### config.mk
export PLATFORM = sky130hd
export DESIGN_NAME = iob_fp_classify_stream
export DESIGN_NICKNAME = d
export VERILOG_FILES = /design/src/rtl/iob_fp_classify_stream.sv
export SDC_FILE = /design/constraint.sdc
export NUM_CORES = 1
export LEC_CHECK = 0
export BUFFER_PORTS_ARGS = -buffer_cell sky130_fd_sc_hd__buf_2
export CAP_MARGIN = 0
export CORE_ASPECT_RATIO = 0.5
export CORE_MARGIN = 4
export CORE_UTILIZATION = 47
export DETAILED_ROUTE_END_ITERATION = 12
export GPL_TIMING_DRIVEN = 0
export PLACE_DENSITY = 0.82
export SLEW_MARGIN = 20
export SYNTH_ARGS = -nofsm -noshare
export SYNTH_HDL_FRONTEND = slang
export SYNTH_SLANG_ARGS = --single-unit
### constraint.sdc
create_clock -name clk_i -period 2 [get_ports clk_i]
set_input_delay 0.4 -clock clk_i [delete_from_list [all_inputs] [get_ports clk_i]]
set_output_delay 0.4 -clock clk_i [all_outputs]
set_load 0.02 [all_outputs]
### src/rtl/iob_fp_classify_stream.sv
// iob_fp_classify_stream: multi-lane IEEE-754 classifier, one registered
// stage with valid/ready handshake, sticky class flags, event counters.
//
// Ports:
//   clk_i, arst_n_i        clock, async active-low reset
//   clear_i                sync clear of sticky flags and counters
//   valid_i/ready_o        input handshake, data_i holds LANES operands
//   valid_o/ready_i        output handshake, class_o/data_o per lane
//   sticky_o               OR of all classes accepted since reset/clear
//   nan_cnt_o, sub_cnt_o   saturating NaN / subnormal lane counters
//
// Build option: define IOB_FP_CLASSIFY_CNT_EN to implement the counters;
// otherwise both counter ports are tied to zero.

module iob_fp_classify_stream #(
    parameter int DATA_W = 32,
    parameter int EXP_W  = 8,
    parameter int LANES  = 4,
    parameter int CNT_W  = 16
) (
    input  logic                    clk_i,
    input  logic                    arst_n_i,
    input  logic                    clear_i,
    input  logic                    valid_i,
    output logic                    ready_o,
    input  logic [LANES*DATA_W-1:0] data_i,
    output logic                    valid_o,
    input  logic                    ready_i,
    output logic [LANES*10-1:0]     class_o,
    output logic [LANES*DATA_W-1:0] data_o,
    output logic [9:0]              sticky_o,
    output logic [CNT_W-1:0]        nan_cnt_o,
    output logic [CNT_W-1:0]        sub_cnt_o
);

    localparam int FRAC_W = DATA_W - EXP_W - 1;

    // fclass one-hot of a single operand
    function automatic logic [9:0] fclass(input logic [DATA_W-1:0] w);
        logic             sgn;
        logic [EXP_W-1:0] ex;
        logic [FRAC_W-1:0] fr;
        logic             e_max;
        logic             e_zero;
        logic             f_zero;
        logic [9:0]       c;
        sgn    = w[DATA_W-1];
        ex     = w[DATA_W-2 -: EXP_W];
        fr     = w[FRAC_W-1:0];
        e_max  = &ex;
        e_zero = ~|ex;
        f_zero = ~|fr;
        c      = '0;
        unique case (1'b1)
            e_max & ~f_zero &  fr[FRAC_W-1]: c[9] = 1'b1;
            e_max & ~f_zero & ~fr[FRAC_W-1]: c[8] = 1'b1;
            e_max & f_zero:   c[sgn ? 0 : 7] = 1'b1;
            e_zero & f_zero:  c[sgn ? 3 : 4] = 1'b1;
            e_zero & ~f_zero: c[sgn ? 2 : 5] = 1'b1;
            default:          c[sgn ? 1 : 6] = 1'b1;
        endcase
        return c;
    endfunction

    logic                accept;
    logic [LANES*10-1:0] cls;
    logic [9:0]          cls_or;
    logic [9:0]          sticky_q;

    assign ready_o = ~valid_o | ready_i;
    assign accept  = valid_i & ready_o;

    always_comb begin
        cls    = '0;
        cls_or = '0;
        for (int k = 0; k < LANES; k++) begin
            cls[k*10 +: 10] = fclass(data_i[k*DATA_W +: DATA_W]);
            cls_or = cls_or | cls[k*10 +: 10];
        end
    end

    // Output register: load on accept, drop valid on a bare transfer.
    always_ff @(posedge clk_i or negedge arst_n_i) begin
        if (!arst_n_i) begin
            valid_o <= 1'b0;
            class_o <= '0;
            data_o  <= '0;
        end else if (accept) begin
            valid_o <= 1'b1;
            class_o <= cls;
            data_o  <= data_i;
        end else if (ready_i) begin
            valid_o <= 1'b0;
        end
    end

    // Clear first, then OR in the beat accepted in the same cycle.
    always_ff @(posedge clk_i or negedge arst_n_i) begin
        if (!arst_n_i) begin
            sticky_q <= '0;
        end else if (accept) begin
            sticky_q <= (clear_i ? 10'd0 : sticky_q) | cls_or;
        end else if (clear_i) begin
            sticky_q <= '0;
        end
    end

    assign sticky_o = sticky_q;

`ifdef IOB_FP_CLASSIFY_CNT_EN

    localparam int CW = $clog2(LANES + 1);

    logic [CW-1:0]    n_nan;
    logic [CW-1:0]    n_sub;
    logic [CNT_W:0]   nan_sum;
    logic [CNT_W:0]   sub_sum;
    logic [CNT_W-1:0] nan_next;
    logic [CNT_W-1:0] sub_next;
    logic [CNT_W-1:0] nan_q;
    logic [CNT_W-1:0] sub_q;

    always_comb begin
        n_nan = '0;
        n_sub = '0;
        for (int k = 0; k < LANES; k++) begin
            n_nan = n_nan + CW'(cls[k*10+8] | cls[k*10+9]);
            n_sub = n_sub + CW'(cls[k*10+2] | cls[k*10+5]);
        end
    end

    // Extra top bit catches the carry; on carry the count pins at max.
    always_comb begin
        nan_sum  = {1'b0, (clear_i ? {CNT_W{1'b0}} : nan_q)}
                 + (CNT_W+1)'(n_nan);
        sub_sum  = {1'b0, (clear_i ? {CNT_W{1'b0}} : sub_q)}
                 + (CNT_W+1)'(n_sub);
        nan_next = nan_sum[CNT_W] ? {CNT_W{1'b1}} : nan_sum[CNT_W-1:0];
        sub_next = sub_sum[CNT_W] ? {CNT_W{1'b1}} : sub_sum[CNT_W-1:0];
    end

    always_ff @(posedge clk_i or negedge arst_n_i) begin
        if (!arst_n_i) begin
            nan_q <= '0;
            sub_q <= '0;
        end else if (accept) begin
            nan_q <= nan_next;
            sub_q <= sub_next;
        end else if (clear_i) begin
            nan_q <= '0;
            sub_q <= '0;
        end
    end

    assign nan_cnt_o = nan_q;
    assign sub_cnt_o = sub_q;

`else

    assign nan_cnt_o = '0;
    assign sub_cnt_o = '0;

`endif

endmodule

==> flow_summary.json, run 1 <==
{
  "layout_min_cycle_time_ps": 1860,
  "design.core.area_sq_mm": 0.0157,
  "timing_hold_violations_final": 0,
  "clock_path_buffers": 2,
  "initial_antenna_violation_count": 0,
  "maximum_capacitance_violations": 0,
  "numPortBuffers": 311,
  "first_pass_grt_wire_length_microns": 35300,
  "routed-via-count": 6069,
  "grt_util_all_layers_pct": 24.1,
  "timing_worst_slew_pin_value_ps": 603,
  "grt_max_degree": 103,
  "clkSinkCount": 179,
  "post_layout_nonfiller_instances": 1178,
  "die-height_microns": 98.7,
  "worstPathArrival_ps": 2160,
  "floorplan.io_pins": 345,
  "yosys_register_bits": 179,
  "maxSlewHeadroom_pct": 59.5,
  "drtAntennaViolNets": 0,
  "synth-edff-count": 0,
  "worst_clock_skew_ps": 9.41,
  "grt_overflow_total": 0,
  "max_clock_freq_mhz": 537,
  "postSynth.asyncResetShare_pct": 100,
  "ctsRootBufferMaster": "clkbuf_16",
  "drt_first_iter_violations": 322,
  "cts_max_level": 4,
  "power.density_cell_area_mw_per_mm2": 929,
  "postRouteWirelength_microns": 22300,
  "clkLatencyLatePin_ps": 420,
  "vdd_drop_max_uv": 562,
  "globalplace.congestion": 0.808,
  "proportion_of_synthesized_chip_area_in_sequential_cells_pct": 58.0,
  "design.die.area_sq_mm": 0.0187,
  "setup_viol_count_final": 0,
  "die_w_microns": 189,
  "netlist_area_sq_mm": 0.00773,
  "starting_utilization_of_the_core_area_pct": 49.1,
  "synthFlopType": "dfrtp_1",
  "hold_ws_ps": 219,
  "netlist_instances": 581,
  "status": "complete, no violations",
  "insertedDiodeCount": 0,
  "crit_type": "flip-flop to flip-flop",
  "place_hpwl_microns": 17600,
  "avgViaCountPerCell": 5.15,
  "worstHoldPathType": "input pin to flip-flop",
  "fin_nets": 1078,
  "post_drt_wl_per_cell_microns": 19.0,
  "final.fill_count": 1232,
  "netlist-cell-type-count": 41,
  "tritoncts_clock_tree": "built",
  "finalPower_uw": 9600,
  "core.rowCount": 32,
  "placed_cells_incl_taps": 1146,
  "final_core_util_pct": 65.6,
  "highest_fanout_seen_on_the_critical_path": 10,
  "post_cts_buffers": 0,
  "worstPathRequired_ps": 2300,
  "cts-buffers-inserted": 17,
  "grt_pass1_vias": 6424,
  "critical_path.startpoint_type": "flip-flop",
  "synth-warning-count": 0,
  "critical_path.endpoint_type": "flip-flop",
  "drive_gt1_share_pct": 58.4,
  "setup_repair_after_global_routing_missed_its_margin": "false",
  "syn_to_final_growth_pct": 33.7,
  "static-leakage-power_uw": 0.00506,
  "drc_errors": 0,
  "syn-mean-instance-area_sq_um": 13.3,
  "period_share_pct": 93.1,
  "drt_pre_antenna_iters": 7,
  "clk_pin_slew_ps": 80,
  "final_max_slew_viol_count": 0
}
[cells in the mapped netlist, types with 5 or more instances]
cell      instances  area share (%)
buf_2             8            0.52
o21ai_0          30             1.9
nor2_1            7            0.34
buf_4            46             4.5
nor3_1           13            0.84
o22ai_1           5            0.40
nand4_1          10            0.81
nor4_1           20             1.6
inv_1            14            0.68
mux2_1            5            0.73
nand2_1          43             2.1
nand3_1           8            0.52
dfrtp_1         179              58
mux2_2          133              19
nor4_2           18             2.9
o21bai_1          5            0.49
[critical path, stage by stage (launching register included)]
cell     delay, ps
dfrtp_1        340
or2b_2         350
nand2_4        180
buf_4          260
buf_4          250
mux2_2         360
[cell families (layout without fill, tap and decap cells)]
kind of cell           Yosys count  in the layout  synth area share, %
buffers and inverters           69            414                 5.72
flip-flops                     179            179                 58.0
AND/OR/NAND/NOR                137            137                 11.4
AO/OA/AOI/OAI                   57             57                 4.76
other                            1             32               0.0485
multiplexers                   138            138                 20.1
[final cells by class]
cell class	count	area, sq um	share of cell area, %
Tap cell	221	277	2.68
Buffer	55	389	3.77
Sequential cell	179	4480	43.4
Timing Repair Buffer	314	1630	15.8
Inverter	14	52.6	0.509
Clock inverter	13	150	1.45
Multi-Input combinational cell	364	2920	28.3
Clock buffer	18	429	4.15
[stage by stage]
stage	setup WS, ps	area (sq um)	TNS (ps)
3_5_place_dp	-325	9740	-1620
4_1_cts	132	10300	0
3_3_place_gp	-2240	9680	-399670
6_report	139	10300	0
5_1_grt	74.4	10300	0
2_1_floorplan	255	7840	0
[final timing paths]
check,start,slack (ps),cells after the start,endpoint
worst max-delay path,valid_o,140,5,data_o[34]
worst min-delay path,data_i[68],220,2,data_o[68]
worst max register to register,valid_o,140,5,data_o[34]
worst min register to register,class_o[5],480,2,class_o[5]
max in group asynchronous,arst_n_i,600,4,class_o[5]
min in group asynchronous,arst_n_i,370,2,data_o[113]
[where the power goes]
part	switching [uW]	internal, uW	total (uW)
clock	1470	1860	3330
sequential	193	4030	4220
combinational	1230	820	2040
[routing by layer]
layer | routed length [microns] | vias up | share of wire (%) | GRT usage, %
met4 | 804 | 0 | 3.6 | 9.78
met2 | 11200 | 229 | 50 | 42.0
met5 | 0 | - | 0 | 0
li1 | - | 2770 | - | -
met3 | 1360 | 51 | 6.1 | 5.06
met1 | 8930 | 3019 | 40 | 29.6
[flip-flops by register name, summed over array words and instances (netlist names)]
| register | count |
|---|---|
| data_o | 128 |
| class_o | 40 |
| sticky_o | 10 |
| valid_o | 1 |
[what timing repair did]
action | 4_1_cts | 5_1_grt
gates resized for setup | 0 | 1
hold buffers | 1 | 0
hold endpoints to repair | 9 | 0
endpoints found under the setup margin | 0 | 1
[cells in the final DEF, fill, tap and decap left out, drive strengths merged, types with 3 or more instances in the layout]
cell    count
clkinv      6
a41o        3
nor2        7
and2        3
nor4       40
clkbuf     19
o22ai       6
nand4      12
dfrtp     179
o21bai      5
o21ai      30
inv        18
o31ai       3
a21o        3
nor3       13
buf       367
nand2      44
mux2      138
o211ai      3
nand3       8
or2         3
conb       32
Note: power is estimated with default switching activity, not from simulation.
==> inputs of run 2 (changes only) <==
HOLD_SLACK_MARGIN = 0.08   (was unset)
MAX_ROUTING_LAYER = met4   (was unset)
RECOVER_POWER = 25   (was unset)
==> flow_summary.json, run 2 (synthesis results as in run 1) <==
{
  "status": "complete, no violations",
  "design.core.area_sq_mm": 0.0157,
  "post_layout_nonfiller_instances": 1178,
  "die_w_microns": 189,
  "syn_to_final_growth_pct": 33.1,
  "fin_nets": 1078,
  "drt_first_iter_violations": 341,
  "grt_overflow_total": 0,
  "final_max_slew_viol_count": 0,
  "most-common-layout-cells": "295 x buf_2, 179 x dfrtp_1, 133 x mux2_2, 46 x buf_4, 43 x nand2_1",
  "detailedPlace.worstSlack_ps": -325,
  "clock_path_buffers": 2,
  "placed_cells_incl_taps": 1146,
  "finalWorstSetupSlack_ps": 139,
  "layout_min_cycle_time_ps": 1860,
  "core.rowCount": 32,
  "max_clock_freq_mhz": 537,
  "portion_of_total_power_attributed_to_the_clock_network_pct": 34.8,
  "post_drt_wl_per_cell_microns": 19.0,
  "globalplace.congestion": 0.820,
  "worst_clock_skew_ps": 14.4,
  "power.switching_fraction_pct": 30.2,
  "tritoncts_clock_tree": "built",
  "startpoint": "valid_o",
  "vdd_drop_max_uv": 562,
  "die-height_microns": 98.7,
  "grt_max_degree": 103,
  "static-leakage-power_uw": 0.00499,
  "power.internal_uw": 6680,
  "multi_input_area_sq_mm": 0.00292,
  "clk_pin_slew_ps": 80,
  "detailed_place.area_sq_mm": 0.00974,
  "final_common_cell": "buf_2",
  "period_share_pct": 93.0,
  "grt_pass1_vias": 6434,
  "maxSlewHeadroom_pct": 36.9,
  "worstPathArrival_ps": 2160,
  "worstHoldPathType": "input pin to flip-flop",
  "drc_errors": 0,
  "insertedDiodeCount": 0,
  "timing.hold.worst.start": "data_i[68]",
  "critical_path.startpoint_type": "flip-flop",
  "timing_worst_slew_pin_value_ps": 947,
  "postRouteWirelength_microns": 22400,
  "design_area_sq_mm": 0.0103,
  "grt_use_met2_pct": 42.0,
  "use_met3_pct": 4.78,
  "timing_hold_violations_final": 0,
  "routed-via-count": 6086,
  "reg2reg_from": "valid_o",
  "clkLatencyLatePin_ps": 430,
  "cts_max_level": 4,
  "met1_usage_pct": 29.7,
  "power.density_cell_area_mw_per_mm2": 931,
  "starting_utilization_of_the_core_area_pct": 49.1,
  "area.sequential_sq_mm": 0.00448,
  "highest_fanout_seen_on_the_critical_path": 10,
  "setup_viol_count_final": 0,
  "sequentialPowerShare_pct": 44.1,
  "cts-buffers-inserted": 17,
  "ctsRootBufferMaster": "clkbuf_16",
  "power.switching_uw": 2900,
  "design.die.area_sq_mm": 0.0187,
  "initial_antenna_violation_count": 0,
  "grt_util_all_layers_pct": 24.8,
  "setup_repair_after_global_routing_missed_its_margin": "false",
  "largest_register_ffs": 128,
  "first_pass_grt_wire_length_microns": 35300,
  "avgViaCountPerCell": 5.17,
  "drive_gt1_share_pct": 56.0,
  "worstPathRequired_ps": 2300,
  "grt-busiest-layer": "met2",
  "place_hpwl_microns": 17600,
  "drt_pre_antenna_iters": 4,
  "critical_path.endpoint_type": "flip-flop",
  "numPortBuffers": 311,
  "crit_type": "flip-flop to flip-flop",
  "final_core_util_pct": 65.4,
  "floorplan.io_pins": 345,
  "post_cts_buffers": 0,
  "maximum_capacitance_violations": 0,
  "clkSinkCount": 179,
  "comb_power_share_pct": 21.1,
  "register_ranked_first_by_flip_flop_count": "data_o",
  "drtAntennaViolNets": 0,
  "final.fill_count": 1249
}
-- run 2: changes by cell type in the layout (fill, tap and decap cells not counted) --
cell      delta
buf_6        +1
clkbuf_1    +23
buf_16       -1
buf_2       -23
-- run 2: cell type report --
cell class              count  area share, %
clock inverters            13           1.46
multi-input cells         364           28.4
plain buffers              55           3.78
flip-flops and latches    179           43.6
well taps                 221           2.69
inverters                  14          0.511
repair buffers            314           15.4
clock buffers              18           4.17
-- run 2: metal layers --
layer | wire, microns | vias to the layer above | part of all wire (%)
met5 | 0 | - | 0
met3 | 1310 | 52 | 5.9
met2 | 11200 | 249 | 50
met1 | 8980 | 3010 | 40
li1 | - | 2775 | -
met4 | 818 | 0 | 3.7
-- run 2: path summary, 6_finish.rpt --
kind	cells after the start	slack (ps)	end
setup / recovery	5	140	data_o[34]
hold / removal	2	210	data_o[68]
setup reg to reg	5	140	data_o[34]
min in group asynchronous	2	360	data_o[112]
max in group asynchronous	4	290	class_o[8]
hold reg to reg	2	480	class_o[5]
-- run 2: critical path, cell delays in order (launching register included) --
cell     delay [ps]
dfrtp_1         340
or2b_2          350
nand2_4         180
buf_4           260
buf_4           250
mux2_2          360
-- run 2: power by group through the flow --
stage                     clock [uW]  sequential [uW]  combinational (uW)
after floorplan                    0             4800                 652
after global placement             0             4260                2000
after detailed placement           0             4280                2060
after CTS                       3410             4220                2070
after global routing            3580             4270                2160
final                           3340             4220                2020
-- run 2: repair_timing --
item                                    in CTS  in global routing
resized for setup                            0                  1
endpoints found under the setup margin       0                  1
hold buffers                                 1                  0
endpoints found under the hold margin        9                  0
-- run 2: per-stage QoR --
step	power (uW)	hold WS, ps	setup TNS, ps
final	9580	215	0
after global routing	10000	215	0
after CTS	9690	206	0
after detailed placement	6340	207	-1620
after global placement	6260	457	-399670
after floorplan	5460	104	0
==> inputs of run 3 (changes only) <==
CORE_UTILIZATION = 35   (was 47)
PLACE_DENSITY = 0.64   (was 0.82)
clock period = 2.4 ns   (was 2 ns; I/O delays follow)
==> flow_summary.json, run 3 (synthesis results as in run 1) <==
{
  "status": "complete, no violations",
  "setup_viol_count_final": 0,
  "grt_util_all_layers_pct": 19.2,
  "most-common-layout-cells": "286 x buf_2, 179 x dfrtp_1, 133 x mux2_2, 46 x buf_4, 43 x nand2_1",
  "initial_antenna_violation_count": 1,
  "starting_utilization_of_the_core_area_pct": 35.6,
  "fin_nets": 1078,
  "timing_worst_slew_pin_value_ps": 805,
  "static-leakage-power_uw": 0.00495,
  "vdd_drop_max_uv": 453,
  "design.core.area_sq_mm": 0.0217,
  "post_drt_wl_per_cell_microns": 18.2,
  "highest_fanout_seen_on_the_critical_path": 6,
  "drtAntennaViolNets": 0,
  "largest_register_ffs": 128,
  "grt_overflow_total": 0,
  "clkLatencyLatePin_ps": 450,
  "worstHoldPathType": "input pin to flip-flop",
  "maximum_capacitance_violations": 0,
  "first_pass_grt_wire_length_microns": 35300,
  "post_layout_nonfiller_instances": 1259,
  "max_clock_freq_mhz": 466,
  "period_share_pct": 89.5,
  "clk_pin_slew_ps": 80,
  "worstPathRequired_ps": 2770,
  "setup_repair_after_global_routing_missed_its_margin": "false",
  "numPortBuffers": 311,
  "register_ranked_first_by_flip_flop_count": "data_o",
  "cts_max_level": 4,
  "total_negative_slack_for_setup_checks_ps": 0,
  "crit_type": "input pin to flip-flop",
  "maxSlewHeadroom_pct": 46.3,
  "cp_top_family": "simple AND/OR/NAND/NOR gates",
  "timing_hold_violations_final": 0,
  "cts-buffers-inserted": 17,
  "critical-path-max-stage-delay_ps": 690,
  "place_hpwl_microns": 18300,
  "drt_pre_antenna_iters": 4,
  "grt_pass1_vias": 6192,
  "cp_cell_instances": "buf_2 > nor4_1 > nand4_1 > nor4b_1 > a2111oi_0 > o22ai_1",
  "grt_max_degree": 79,
  "ctsRootBufferMaster": "clkbuf_16",
  "clkSinkCount": 179,
  "worst_clock_skew_ps": 13.4,
  "routed-via-count": 5973,
  "avgViaCountPerCell": 4.74,
  "final_common_cell": "buf_2",
  "placed_cells_incl_taps": 1225,
  "final.fill_count": 2066,
  "core.rowCount": 38,
  "design.die.area_sq_mm": 0.0247,
  "drive_gt1_share_pct": 55.2,
  "syn_to_final_growth_pct": 34.3,
  "critical_path.endpoint_type": "flip-flop",
  "final_max_slew_viol_count": 0,
  "drc_errors": 0,
  "tritoncts_clock_tree": "built",
  "die-height_microns": 113,
  "floorplan.io_pins": 345,
  "layout_min_cycle_time_ps": 2150,
  "postRouteWirelength_microns": 22900,
  "worst_path_max_delay_cell": "nor4b_1",
  "critical_path.startpoint_type": "input pin",
  "hold_ws_ps": 281,
  "die_w_microns": 218,
  "worstPathBufferInverterCount": 1,
  "post_cts_buffers": 0,
  "globalplace.congestion": 0.847,
  "cts_repair_resize_count": 0,
  "power.density_cell_area_mw_per_mm2": 771,
  "drt_first_iter_violations": 334,
  "worstPathArrival_ps": 2520,
  "clock_path_buffers": 2
}
run 3: cell types whose count changed in the layout (fill, tap and decap cells not counted), moves of 3 or more:
cell / delta
buf_2: -9
clkbuf_1: +8
clkinv_4: -3
clkinvlp_4: +3
inv_8: +3
run 3: metal layers:
layer	GRT usage (%)	share of wire, %
met2	32.8	53
met5	-	0
met4	5.51	1.9
met3	3.70	4.2
met1	23.4	41
run 3: per-stage QoR:
step | total power [uW] | util [%] | instance area [sq um] | setup slack [ps]
CTS | 8120 | 48.1 | 10400 | 333
global route | 8380 | 47.9 | 10400 | 108
floorplan | 4550 | - | 7840 | 638
global placement | 5240 | 45.1 | 9770 | -1990
finish | 8000 | 47.9 | 10400 | 252
detailed placement | 5300 | 45.4 | 9840 | -116
run 3: worst register-to-register path, stage by stage (launching register included):
cell     delay (ps)
dfrtp_1         340
or2b_2          340
nand2_4         180
buf_4           260
buf_4           270
mux2_2          360
run 3: power breakdown:
group / total [uW] / switching, uW / internal, uW
clock network: 2790 / 1300 / 1490
logic: 1680 / 1020 / 658
registers: 3520 / 166 / 3360
total: 8000 / 2490 / 5510
run 3: worst paths after layout:
kind,from,endpoint,slack [ps],depth (start not counted)
setup reg to reg,valid_o,data_o[35],540,5
max in group asynchronous,arst_n_i,data_o[21],360,4
hold reg to reg,class_o[8],class_o[8],480,2
min in group asynchronous,arst_n_i,data_o[61],530,2
hold / removal,data_i[116],data_o[116],280,2
setup / recovery,data_i[1],sticky_o[7],250,6
run 3: what timing repair did:
| item | in CTS | in global routing |
|---|---|---|
| hold buffers | 1 | 0 |
| endpoints found under the hold margin | 46 | 0 |
| setup endpoints to repair | 0 | 0 |
run 3: final cells by class:
type | count | area (sq um) | share of cell area, %
inverters | 14 | 52.6 | 0.506
clock inverters | 14 | 145 | 1.40
well taps | 300 | 375 | 3.62
multi-input cells | 364 | 2920 | 28.2
diodes | 1 | 2.50 | 0.0241
clock buffers | 18 | 439 | 4.23
repair buffers | 314 | 1570 | 15.1
plain buffers | 55 | 389 | 3.75
flip-flops and latches | 179 | 4480 | 43.2
